===== src/rtl/lcd_frame_monitor.sv =====
// ---------------------------------------------------------------------------
// lcd_frame_monitor
// Follows a parallel RGB LCD stream clocked by DCLK. HSD and VSD are
// active-low. The block rebuilds the x/line position from the sync falling
// edges and tracks timing lock. It outputs window-relative pixel coordinates
// with a valid flag, frame start/done pulses, a count of completed frames,
// and 1-cycle line/frame length error pulses. All outputs are registered.
//
// Ports:
//   i_clk, i_rstn        pixel clock; synchronous active-low reset
//   i_hsd, i_vsd         horizontal / vertical sync, active-low
//   i_r, i_g, i_b        pixel colour, COLOR_W bits each
//   o_pix_vld            active-window pixel valid (1-cycle latency)
//   o_pix_x, o_pix_y     position inside the active window
//   o_pix_rgb            {R,G,B} of the valid pixel
//   o_frame_start/done   coincide with pixel (0,0) / (H_ACT-1,V_ACT-1)
//   o_frame_cnt          completed frames, wraps at 2^FCNT_W
//   o_locked             timing lock status
//   o_h_err, o_v_err     line / frame length mismatch pulses
//   o_frame_crc          only when LCD_FRAME_MONITOR_CRC_EN is defined:
//                        CRC-32 (MSB-first) of the last completed frame
//
// Optional feature macro: LCD_FRAME_MONITOR_CRC_EN
// ---------------------------------------------------------------------------
module lcd_frame_monitor #(
  parameter int H_TOTAL     = 1056,
  parameter int V_TOTAL     = 525,
  parameter int H_ACT_START = 50,
  parameter int H_ACT       = 800,
  parameter int V_ACT_START = 23,
  parameter int V_ACT       = 480,
  parameter int COLOR_W     = 8,
  parameter int FCNT_W      = 16,
  parameter int LOCK_FRAMES = 2,
  localparam int XW = (H_ACT > 1) ? $clog2(H_ACT) : 1,
  localparam int YW = (V_ACT > 1) ? $clog2(V_ACT) : 1
) (
  input  logic                 i_clk,
  input  logic                 i_rstn,
  input  logic                 i_hsd,
  input  logic                 i_vsd,
  input  logic [COLOR_W-1:0]   i_r,
  input  logic [COLOR_W-1:0]   i_g,
  input  logic [COLOR_W-1:0]   i_b,
  output logic                 o_pix_vld,
  output logic [XW-1:0]        o_pix_x,
  output logic [YW-1:0]        o_pix_y,
  output logic [3*COLOR_W-1:0] o_pix_rgb,
  output logic                 o_frame_start,
  output logic                 o_frame_done,
  output logic [FCNT_W-1:0]    o_frame_cnt,
  output logic                 o_locked,
  output logic                 o_h_err,
`ifdef LCD_FRAME_MONITOR_CRC_EN
  output logic                 o_v_err,
  output logic [31:0]          o_frame_crc
`else
  output logic                 o_v_err
`endif
);

  // Counter widths hold values up to the full totals, so the window end fits.
  localparam int XCW = $clog2(H_TOTAL + 1);
  localparam int LCW = $clog2(V_TOTAL + 1);

  localparam logic [XCW-1:0] H_LAST = XCW'(H_TOTAL - 1);
  localparam logic [XCW-1:0] X_LO   = XCW'(H_ACT_START);
  localparam logic [XCW-1:0] X_HI   = XCW'(H_ACT_START + H_ACT);
  localparam logic [XCW-1:0] X_END  = XCW'(H_ACT_START + H_ACT - 1);
  localparam logic [LCW-1:0] L_LAST = LCW'(V_TOTAL - 1);
  localparam logic [LCW-1:0] Y_LO   = LCW'(V_ACT_START);
  localparam logic [LCW-1:0] Y_HI   = LCW'(V_ACT_START + V_ACT);
  localparam logic [LCW-1:0] Y_END  = LCW'(V_ACT_START + V_ACT - 1);

  typedef enum logic [1:0] {ST_UNLOCKED = 2'd0, ST_ALIGN = 2'd1, ST_LOCKED = 2'd2} state_e;

  function automatic logic [LCW-1:0] line_inc(input logic [LCW-1:0] l);
    if (l == L_LAST) return '0;
    else             return l + LCW'(1);
  endfunction

  state_e               state_q, state_d;
  logic [3:0]           clean_q, clean_d;
  logic                 frame_err_q, frame_err_d;
  logic                 s_hsd_q, s_vsd_q;
  logic [XCW-1:0]       x_cnt_q, x_cnt_d;
  logic [LCW-1:0]       line_cnt_q, line_cnt_d;
  logic                 pix_vld_q, pix_vld_d;
  logic [XW-1:0]        pix_x_q, pix_x_d;
  logic [YW-1:0]        pix_y_q, pix_y_d;
  logic [3*COLOR_W-1:0] pix_rgb_q, pix_rgb_d;
  logic                 fstart_q, fstart_d, fdone_q, fdone_d;
  logic [FCNT_W-1:0]    fcnt_q, fcnt_d;
  logic                 locked_q, locked_d;
  logic                 h_err_q, v_err_q;

  logic                 h_fall_s, v_fall_s, chk_s, h_err_s, v_err_s, err_s, x_wrap_s;
  logic [XCW-1:0]       x_eff_s;
  logic [LCW-1:0]       line_h_s, y_eff_s;

  // Position tracking, error detection, lock FSM next-state and pixel output.
  always_comb begin
    h_fall_s = ~i_hsd & s_hsd_q;
    v_fall_s = ~i_vsd & s_vsd_q;
    x_eff_s  = h_fall_s ? '0 : x_cnt_q;
    // An h_fall right after a natural wrap (x_cnt==0) must not add a second line.
    line_h_s = (h_fall_s && (x_cnt_q != '0)) ? line_inc(line_cnt_q) : line_cnt_q;
    y_eff_s  = v_fall_s ? '0 : line_h_s;
    x_wrap_s = (x_eff_s == H_LAST);
    x_cnt_d    = x_wrap_s ? '0 : x_eff_s + XCW'(1);
    line_cnt_d = x_wrap_s ? line_inc(y_eff_s) : y_eff_s;

    chk_s   = (state_q != ST_UNLOCKED);
    h_err_s = chk_s & h_fall_s & (x_cnt_q != '0);
    v_err_s = chk_s & v_fall_s & (line_h_s != '0);
    err_s   = h_err_s | v_err_s;

    // Sticky per-frame error; the frame boundary at v_fall starts a new window.
    frame_err_d = v_fall_s ? 1'b0 : (frame_err_q | err_s);
    state_d     = state_q;
    clean_d     = clean_q;
    case (state_q)
      ST_UNLOCKED: begin
        if (v_fall_s) begin
          state_d = ST_ALIGN;
          clean_d = 4'd0;
        end else begin
          clean_d = 4'd0;
        end
      end
      ST_ALIGN: begin
        if (err_s || (v_fall_s && frame_err_q)) begin
          clean_d = 4'd0;
        end else if (v_fall_s) begin
          if ((clean_q + 4'd1) >= 4'(LOCK_FRAMES)) begin
            state_d = ST_LOCKED;
            clean_d = 4'd0;
          end else begin
            clean_d = clean_q + 4'd1;
          end
        end else begin
          clean_d = clean_q;
        end
      end
      ST_LOCKED: begin
        if (err_s) begin
          state_d = ST_ALIGN;
          clean_d = 4'd0;
        end else begin
          clean_d = 4'd0;
        end
      end
      default: begin
        state_d = ST_UNLOCKED;
        clean_d = 4'd0;
      end
    endcase
    locked_d = (state_d == ST_LOCKED);

    pix_vld_d = (state_q == ST_LOCKED) && !err_s &&
                (x_eff_s >= X_LO) && (x_eff_s < X_HI) &&
                (y_eff_s >= Y_LO) && (y_eff_s < Y_HI);
    if (pix_vld_d) begin
      pix_x_d   = XW'(x_eff_s - X_LO);
      pix_y_d   = YW'(y_eff_s - Y_LO);
      pix_rgb_d = {i_r, i_g, i_b};
    end else begin
      pix_x_d   = pix_x_q;
      pix_y_d   = pix_y_q;
      pix_rgb_d = pix_rgb_q;
    end
    fstart_d = pix_vld_d && (x_eff_s == X_LO) && (y_eff_s == Y_LO);
    fdone_d  = pix_vld_d && (x_eff_s == X_END) && (y_eff_s == Y_END);
    fcnt_d   = fdone_d ? fcnt_q + FCNT_W'(1) : fcnt_q;
  end

  // State and output registers with synchronous active-low reset.
  always_ff @(posedge i_clk) begin
    if (!i_rstn) begin
      state_q     <= ST_UNLOCKED;
      clean_q     <= 4'd0;
      frame_err_q <= 1'b0;
      s_hsd_q     <= 1'b1;
      s_vsd_q     <= 1'b1;
      x_cnt_q     <= '0;
      line_cnt_q  <= '0;
      pix_vld_q   <= 1'b0;
      pix_x_q     <= '0;
      pix_y_q     <= '0;
      pix_rgb_q   <= '0;
      fstart_q    <= 1'b0;
      fdone_q     <= 1'b0;
      fcnt_q      <= '0;
      locked_q    <= 1'b0;
      h_err_q     <= 1'b0;
      v_err_q     <= 1'b0;
    end else begin
      state_q     <= state_d;
      clean_q     <= clean_d;
      frame_err_q <= frame_err_d;
      s_hsd_q     <= i_hsd;
      s_vsd_q     <= i_vsd;
      x_cnt_q     <= x_cnt_d;
      line_cnt_q  <= line_cnt_d;
      pix_vld_q   <= pix_vld_d;
      pix_x_q     <= pix_x_d;
      pix_y_q     <= pix_y_d;
      pix_rgb_q   <= pix_rgb_d;
      fstart_q    <= fstart_d;
      fdone_q     <= fdone_d;
      fcnt_q      <= fcnt_d;
      locked_q    <= locked_d;
      h_err_q     <= h_err_s;
      v_err_q     <= v_err_s;
    end
  end

  assign o_pix_vld     = pix_vld_q;
  assign o_pix_x       = pix_x_q;
  assign o_pix_y       = pix_y_q;
  assign o_pix_rgb     = pix_rgb_q;
  assign o_frame_start = fstart_q;
  assign o_frame_done  = fdone_q;
  assign o_frame_cnt   = fcnt_q;
  assign o_locked      = locked_q;
  assign o_h_err       = h_err_q;
  assign o_v_err       = v_err_q;

`ifdef LCD_FRAME_MONITOR_CRC_EN
  localparam logic [31:0] CRC_POLY = 32'h04C11DB7;

  // One MSB-first CRC-32 step over a 24-bit pixel word.
  function automatic logic [31:0] crc32_step(input logic [31:0] crc, input logic [23:0] d);
    logic [31:0] c;
    c = crc;
    for (int i = 23; i >= 0; i--) begin
      if (c[31] ^ d[i]) c = {c[30:0], 1'b0} ^ CRC_POLY;
      else              c = {c[30:0], 1'b0};
    end
    return c;
  endfunction

  logic [31:0] crc_run_q, crc_run_d, crc_out_q, crc_out_d, crc_next_s;

  // CRC works on the registered pixel, so the result lands one cycle after frame_done.
  always_comb begin
    crc_next_s = crc32_step(fstart_q ? 32'hFFFFFFFF : crc_run_q, 24'(pix_rgb_q));
    crc_run_d  = crc_run_q;
    crc_out_d  = crc_out_q;
    if (pix_vld_q) begin
      crc_run_d = crc_next_s;
      if (fdone_q) crc_out_d = ~crc_next_s;
      else         crc_out_d = crc_out_q;
    end else begin
      crc_run_d = crc_run_q;
    end
  end

  // CRC registers.
  always_ff @(posedge i_clk) begin
    if (!i_rstn) begin
      crc_run_q <= 32'hFFFFFFFF;
      crc_out_q <= 32'h00000000;
    end else begin
      crc_run_q <= crc_run_d;
      crc_out_q <= crc_out_d;
    end
  end

  assign o_frame_crc = crc_out_q;
`endif

endmodule


===== config.mk =====
export PLATFORM = sky130hd
export DESIGN_NAME = lcd_frame_monitor
export DESIGN_NICKNAME = d
export VERILOG_FILES = /design/src/rtl/lcd_frame_monitor.sv
export SDC_FILE = /design/constraint.sdc
export NUM_CORES = 1
export LEC_CHECK = 0
export ABC_AREA = 1
export CAP_MARGIN = 20
export CORE_MARGIN = 3
export CORE_UTILIZATION = 55
export CTS_BUF_LIST = sky130_fd_sc_hd__clkbuf_8
export CTS_CLUSTER_SIZE = 10
export DETAILED_ROUTE_END_ITERATION = 8
export DONT_BUFFER_PORTS = 1
export PLACE_DENSITY = 0.7
export SETUP_SLACK_MARGIN = 0.3
export SLEW_MARGIN = 10
export SYNTH_ARGS = -nofsm -noshare
export SYNTH_HDL_FRONTEND = slang
export SYNTH_SLANG_ARGS = --single-unit

===== constraint.sdc =====
create_clock -name i_clk -period 4.7 [get_ports i_clk]
set_input_delay 0.94 -clock i_clk [delete_from_list [all_inputs] [get_ports i_clk]]
set_output_delay 0.94 -clock i_clk [all_outputs]
set_load 0.01 [all_outputs]

==> flow_summary.yaml <==
power:
  peakVddDrop_mv: 0.156
  power_density_nw_per_um2: 288
  leakage_nw: 2.32
drt:
  vias_per_cell: 5.55
  drt-total-wl_um: 12400
  drt_iter0_drc: 258
  vias: 4721
  detail-route-antenna-nets: 0
  wl_per_cell_um: 14.6
  drt_pre_antenna_iters: 5
  drc_errors: 0
setup_path:
  worstRegToRegCells: 20
  start_kind: "primary input"
  crit_start: "i_hsd"
  crit_required_ns: 4.97
  crit_fanout: 73
  r2r_setup_slack_ns: 1.22
  critPathKind: "primary input to register"
  endpoint_kind: "register"
  crit_arrival_ns: 3.97
  rr_endpoint: "o_frame_cnt[6]$_SDFFE_PN0P_"
  regToRegStartpoint: "line_cnt_q[0]$_SDFF_PN0_"
cts:
  cts_sinks: 95
  clk_pin_slew_ns: 0.11
  hold_buffers: 0
  htree_levels: 3
  clk_latency_ns: 0.39
  cts.repair.resized: 0
  cts_buffer_depth: 2
  root_buffer: "clkbuf_8"
  numCtsBuffers: 9
  cts_setup_buffers: 0
  cts_tree: "built"
min_path:
  whs_path_depth: 2
  hp-start: "clean_q[3]$_SDFFE_PP0P_"
  hold_end: "clean_q[3]$_SDFFE_PP0P_"
  hold_path.class: "register to register"
sta:
  maxSlewHeadroom_pct: 34.7
  final.setup.tns_ns: 0
  fin_crit_sh_pct: 78.7
  maxSlewViolCount: 0
  final-hold-violation-count: 0
  worstMarginPinSlew_ns: 0.971
  fin_crit_ns: 3.70
  rsz0062_at_grt: "false"
  finalSetupViolations: 0
  max_freq_ghz: 0.270
  skew_ns: 0.0220
layout:
  stdcell_count: 850
  layout-drive-gt1-share_pct: 6.47
  n_antenna_cell: 0
  final_cell_mix: "nand2_1 (144), nor2_1 (142), dfxtp_1 (95)"
  areaGrowthSynthToFinish_pct: 5.11
  final_common_cell: "nand2_1"
  final_nets: 778
placed_design:
  dp_hpwl_um: 9120
  port-buffer-count: 0
  place_inst: 834
  gp_congestion: 0.995
synthesis:
  ys_top_cells_by_area: "dfxtp_1 (38%), nand2_1 (11%), nor2_1 (11%), inv_1 (6.5%), nand3_1 (5.2%)"
  yosysUniqueCellTypes: 38
  yosysSeqAreaShare_pct: 37.7
  ys_seq_elements: 95
  yosys_warnings: 0
  synthArstFlopShare_pct: 0
  avgSynthCellArea_um2: 6.75
  synth_area_um2: 5040
  syn-num-nets: 788
  synth_top_area_share_pct: 37.7
  ys.flop_type: "dfxtp_1"
  synth_edf_count: 0
  synth_area_leader_cell: "dfxtp_1"
  syn_inst: 747
grt:
  grtUsageTotal_pct: 24.0
  grt_max_degree: 74
  grt_overflow_total: 0
  grt_first_pass_wirelength_um: 20000
  antenna_found_initial: 0
  grt_pass1_vias: 4335
floorplan:
  die_h_um: 102
  io_pins: 93
  die_w_um: 102
  rows: 34
  core_area_um2: 8810
  dieArea_um2: 10400
  initial_core_util_pct: 57.3
flow_run:
  maxCapViolCount: 0
outcome:
  outcome: "finished clean"
==> final cells by class <==
cell class | instances | area, µm²
Timing Repair Buffer | 3 | 35.0
Fill cell | 830 | 3500
Clock inverter | 7 | 93.8
Clock buffer | 9 | 124
Sequential cell | 95 | 1900
Inverter | 90 | 338
Tap cell | 108 | 135
Multi-Input combinational cell | 538 | 2670
==> cells by family (layout without fill, tap and decap cells) <==
family | after synthesis | after routing | synth area share, %
simple gates | 409 | 409 | 36.1
buf+inv | 114 | 109 | 9.40
compound gates | 97 | 97 | 10.2
flops | 95 | 95 | 37.7
xor+xnor | 19 | 19 | 3.30
fa+ha+maj | 13 | 13 | 3.23
==> per-layer routing <==
| metal | vias up | wire length (µm) | global-route usage [%] |
|---|---|---|---|
| met4 | 0 | 274 | 8.59 |
| met1 | 2163 | 5250 | 29.4 |
| met5 | - | 0 | 0 |
| met2 | 145 | 6070 | 40.5 |
| met3 | 28 | 801 | 6.40 |
| li1 | 2385 | - | - |
==> power breakdown <==
part | internal (mW) | leakage, nW | switching (mW)
sequential | 0.813 | 0.767 | 0.00775
clock | 0.218 | 0.107 | 0.348
combinational | 0.0434 | 1.45 | 0.0991
==> flip-flops by register name, summed over array words and instances, names as in the netlist <==
| name | cells |
|---|---|
| o_pix_rgb | 24 |
| o_frame_cnt | 16 |
| x_cnt_q | 11 |
| line_cnt_q | 10 |
| o_pix_x | 10 |
| o_pix_y | 9 |
| clean_q | 4 |
| state_q | 2 |
| frame_err_q | 1 |
| o_frame_done | 1 |
| o_frame_start | 1 |
| o_h_err | 1 |
| o_locked | 1 |
| o_pix_vld | 1 |
| o_v_err | 1 |
| s_hsd_q | 1 |
| s_vsd_q | 1 |
==> critical path, cell delays in order <==
cell,delay (ns)
inv_1,0.05
nand2_1,0.28
inv_2,0.29
nand2_4,0.12
nand2_1,0.07
nand2_1,0.07
nor2_1,0.35
ha_1,0.26
nand4_1,0.14
nor2_1,0.12
nand2_1,0.11
nand3_1,0.10
nand3_2,0.08
nor2_4,0.30
buf_12,0.31
nand2_1,0.11
o21ai_0,0.16
nor2_1,0.05
==> synthesized netlist by cell type, drive strengths merged (4+ instances only) <==
master,count
nor4,4
a21oi,38
ha,13
nand2,149
xor2,18
inv,90
nor2,149
nor3,18
nand4,26
o21ai,53
nand3,58
dfxtp,95
clkbuf,8
buf,16
==> worst max path at each step <==
stage	to	slack, ns
floorplan	o_frame_cnt[7]$_SDFFE_PN0P_	1.44
global placement	o_frame_cnt[6]$_SDFFE_PN0P_	0.84
detailed placement	o_frame_cnt[6]$_SDFFE_PN0P_	0.67
CTS	o_frame_cnt[6]$_SDFFE_PN0P_	1.05
global route	o_frame_cnt[6]$_SDFFE_PN0P_	0.69
finish	o_frame_cnt[6]$_SDFFE_PN0P_	1.00
==> stage by stage <==
| step | instance area, µm² | utilization, % | hold slack (ns) | setup slack, ns | power (mW) |
|---|---|---|---|---|---|
| CTS | 5300 | 60.2 | 0.477 | 1.05 | 1.54 |
| finish | 5300 | 60.2 | 0.475 | 1.00 | 1.53 |
| detailed placement | 5080 | 57.7 | 0.461 | 0.665 | 0.979 |
| global placement | 5080 | 57.7 | 0.450 | 0.842 | 0.976 |
| floorplan | 5040 | - | 0.436 | 1.44 | 0.954 |
| global route | 5300 | 60.2 | 0.501 | 0.695 | 1.59 |
Power figures use the tool's default switching activity.
==> variant 1, RTL diff (same settings) <==
Add an input register stage for `i_hsd`, `i_vsd`, `i_r`, `i_g` and `i_b`, without a reset; this delays them by one clock.
--- a/src/rtl/lcd_frame_monitor.sv
+++ b/src/rtl/lcd_frame_monitor.sv
@@ -76,2 +76,16 @@
 
+  logic i_hsd_q;
+  logic i_vsd_q;
+  logic [COLOR_W-1:0] i_r_q;
+  logic [COLOR_W-1:0] i_g_q;
+  logic [COLOR_W-1:0] i_b_q;
+
+  always_ff @(posedge i_clk) begin
+    i_hsd_q <= i_hsd;
+    i_vsd_q <= i_vsd;
+    i_r_q   <= i_r;
+    i_g_q   <= i_g;
+    i_b_q   <= i_b;
+  end
+
   function automatic logic [LCW-1:0] line_inc(input logic [LCW-1:0] l);
@@ -102,4 +116,4 @@
   always_comb begin
-    h_fall_s = ~i_hsd & s_hsd_q;
-    v_fall_s = ~i_vsd & s_vsd_q;
+    h_fall_s = ~i_hsd_q & s_hsd_q;
+    v_fall_s = ~i_vsd_q & s_vsd_q;
     x_eff_s  = h_fall_s ? '0 : x_cnt_q;
@@ -165,3 +179,3 @@
       pix_y_d   = YW'(y_eff_s - Y_LO);
-      pix_rgb_d = {i_r, i_g, i_b};
+      pix_rgb_d = {i_r_q, i_g_q, i_b_q};
     end else begin
@@ -200,4 +214,4 @@
       frame_err_q <= frame_err_d;
-      s_hsd_q     <= i_hsd;
-      s_vsd_q     <= i_vsd;
+      s_hsd_q     <= i_hsd_q;
+      s_vsd_q     <= i_vsd_q;
       x_cnt_q     <= x_cnt_d;
Formal check against the unedited RTL: not equivalent (Yosys sat finds a counterexample within 4 cycles, from zero or initial values and one cycle with i_rstn low).
==> variant 1 against the unedited design <==
- area after synthesis is 11% higher
- routed wire length is 18% higher
- die area is 10% higher
- setup slack better by 0.26 ns
- synthesized cell count is 5.1% higher
- total power is 44% higher
- sequential cell count is 26 higher
- cell area is 15% higher
- critical endpoint is now o_pix_y[5]$_SDFFE_PN0P_
==> variant 1: results (changes against the unedited design) <==
met2 usage=0.424 (+0.0186); GPL Wtd Cong=0.949 (-4.6%); syn_nets=826 (+4.8%); cells after synthesis=785 (+5.1%); min cycle time layout=3.44 ns (-0.259 ns); CP startpoint=i_vsd_q$_DFF_P_; global-route wire length before repair=23600 um (+18%); Compound-Gate Fraction of Synth Area=0.0918 (-0.0104); layout cells sized above 1=0.0677 (+0.00298); Lkg Pwr=0.00262 uW (+13%); Synth top cells by count=149 x nor2_1, 147 x nand2_1, 121 x dfxtp_1, 79 x inv_1, 57 x nand3_1; Clock Latency Late Sink=0.43 ns (+0.04 ns); vias per inst=5.51 (-0.81%); met1 wire length=6240 um (+19%); Crit Path Class=flip-flop to flip-flop; number of global-route vias before repair=4800 (+11%); DR pass1 iterations=8 (+3); adder-cell share of the synthesized area=0.0291 (-0.00314); CP max FO=46 (-37%); worst slew pin tran=1.08 ns (+0.107 ns); total wire length=14600 um (+18%); end of the worst hold path=s_vsd_q$_SDFF_PN1_; initial drt markers=324 (+26%); GRT met3 Usage=0.0801 (+0.0160); r2r worst-path depth=14 (-30%); status=complete, no violations; Area contributors post-synth=dfxtp_1 43%, nor2_1 10%, nand2_1 9.9%; post-synth cell types=39 (+2.6%); post-synthesis sequential area ratio=0.433 (+0.0564); Worst-path clk slew=0.09 ns (-0.02 ns); met1 Use GR=0.326 (+0.0315); Pwr Density=362 nW/um2 (+25%); met2 wire len=6830 um (+13%); via count=5129 (+8.6%); Synth Area in XOR/XNOR=0.0376 (+0.00462); Setup Skew=0.0174 ns (-0.00462 ns)
variant 1: cell types whose count changed after synthesis, moves of 6 or more:
| cell | change |
|---|---|
| dfxtp_1 | +26 |
| o21ai_1 | -16 |
| o21ai_0 | +13 |
| inv_1 | -8 |
| nor2_1 | +7 |
| a21oi_1 | +6 |
variant 1: cell type report:
cell class	count	share of cell area
clock inverter	15	0.0298
timing repair buffer	3	0.00370
inverter	84	0.0518
multi-input combinational	558	0.451
tap	133	0.0273
clock buffer	17	0.0384
sequential	121	0.398
variant 1: critical path: stages, from the launching register on:
cell and delay, ns:
dfxtp_1 0.31, inv_1 0.04, nand2_1 0.39, clkinv_1 0.39
nor2_1 0.37, ha_1 0.26, nand4_1 0.14, nand2_1 0.16
nand2_1 0.10, nand3_1 0.09, nand3_2 0.10, nor2_4 0.29
buf_4 0.42, o21ai_0 0.16, a21oi_1 0.15
variant 1: power breakdown:
group	switching, uW	internal [uW]	total [uW]
Sequential	11.5	1050	1060
Clock	503	497	1000
Combinational	103	41.1	145
==> variant 2, RTL diff (config.mk and constraints unchanged) <==
Made on the original files. Add a define of `LCD_FRAME_MONITOR_CRC_EN`.
--- a/src/rtl/lcd_frame_monitor.sv
+++ b/src/rtl/lcd_frame_monitor.sv
@@ -24,2 +24,4 @@
 // ---------------------------------------------------------------------------
+`define LCD_FRAME_MONITOR_CRC_EN
+
 module lcd_frame_monitor #(
Check against the original RTL (old outputs only; new: o_frame_crc): equivalent (equiv_simple and equiv_induct, registers matched by name and starting in step).
==> variant 2 against the unedited design <==
- via count up 120%
- setup slack better by 0.055 ns
- clock power up 82%
- die area up 110%
- area after synthesis up 120%
- cell area up 120%
- critical path depth up 2
- sequential cell count up 64
- total power up 65%
- routed wire length rose to 2.6 times the old value
==> variant 2: results (changes against the unedited design) <==
status=complete, no violations; multi-input gates=1271 (+140%); Setup Skew=0.0159 ns (-0.00608 ns); CP max stage delay=0.84 ns (+0.49 ns); hold slack final=0.471 ns (-0.00395 ns); Lkg Pwr=0.00539 uW (+130%); Synth top cells by count=428 x nand2_1, 173 x nor2_1, 161 x inv_1, 159 x dfxtp_1, 148 x nand3_1; vias per inst=5.43 (-2.2%); met1 wire length=13400 um (+150%); Max VDD drop=0.000163 V (+4.6%); met3 WL=1860 um (+130%); DR pass1 iterations=7 (+2); met2 wire len=16000 um (+160%); Post-Syn Area=11000 um2 (+120%); clock-cell share of area=0.0342 (-0.00692); GPL Wtd Cong=0.959 (-3.6%); initial drt markers=776 (+200%); FILL cells=1950 (+130%); syn_nets=1711 (+120%); post-placement cell count=1894 (+130%); synth-to-layout area growth=5.44%; sequential portion of the cell area=0.275 (-0.0837); number of global-route vias before repair=9711 (+120%); largest net degree at the start of global routing=71 (-4.1%); post-synthesis sequential area ratio=0.290 (-0.0872); fraction of area in non-clock buffers=0.00821 (+0.00161); pre-CTS setup slack=0.798 ns (+0.132 ns); Area contributors post-synth=dfxtp_1 29%, nand2_1 15%, xor2_1 8.5%; area of the multi-input gates=6850 um2 (+160%); CP max FO=27 (-63%); clock buf count=18 (+9); final sequential cell count=159 (+67%); Non-clk invs=190 (+110%); cells after synthesis=1670 (+120%); Arr. time, crit path=4.00 ns (+0.03 ns); critical path's slowest cell=dfxtp_2; Buffers, non-clock=10 (+7); total wire length=32100 um (+160%)
## variant 2: changes by cell type after synthesis, moves of 42 or more
cell	delta
a21oi_1	+53
xor2_1	+88
dfxtp_1	+64
inv_1	+74
nand3_1	+96
nand2_1	+284
o21ai_0	+42
## variant 2: where the power goes
| part | internal, uW | switching [uW] | leakage (uW) |
|---|---|---|---|
| clock network | 452 | 578 | 0.000200 |
| registers | 1350 | 6.56 | 0.00128 |
| logic | 36.4 | 90.9 | 0.00391 |
## variant 2: logic make-up (layout without fill, tap and decap cells)
family | after synthesis | in the layout | synth area share
xor gates and xnor gates | 136 | 136 | 0.115
AOI/OAI and AO/OA | 195 | 195 | 0.0967
adders and majority gates | 13 | 13 | 0.0148
buffers and inverters | 240 | 232 | 0.0875
DFF | 159 | 159 | 0.290
and+or+nand+nor | 927 | 927 | 0.396
## variant 2: worst max path at each step
| stage | startpoint | endpoint | slack (ns) | depth (start not counted) |
|---|---|---|---|---|
| 3_5_place_dp | i_hsd | o_frame_start$_SDFF_PN0_ | 0.80 | 14 |
| 3_3_place_gp | i_hsd | o_frame_cnt[10]$_SDFFE_PN0P_ | 0.90 | 15 |
| 5_1_grt | x_cnt_q[6]$_SDFF_PP0_ | o_pix_rgb[3]$_SDFFE_PN0P_ | 0.72 | 18 |
| 4_1_cts | o_frame_start$_SDFF_PN0_ | o_frame_crc[18]$_SDFFE_PN0P_ | 1.14 | 20 |
| 2_1_floorplan | i_hsd | o_frame_cnt[10]$_SDFFE_PN0P_ | 1.34 | 15 |
| 6_report | o_frame_start$_SDFF_PN0_ | o_frame_crc[18]$_SDFFE_PN0P_ | 1.06 | 20 |
## variant 2: routing by layer
layer	global-route usage	vias up
met4	0.0979	0
li1	-	5280
met3	0.0595	56
met1	0.366	4814
met5	0	-
met2	0.511	320
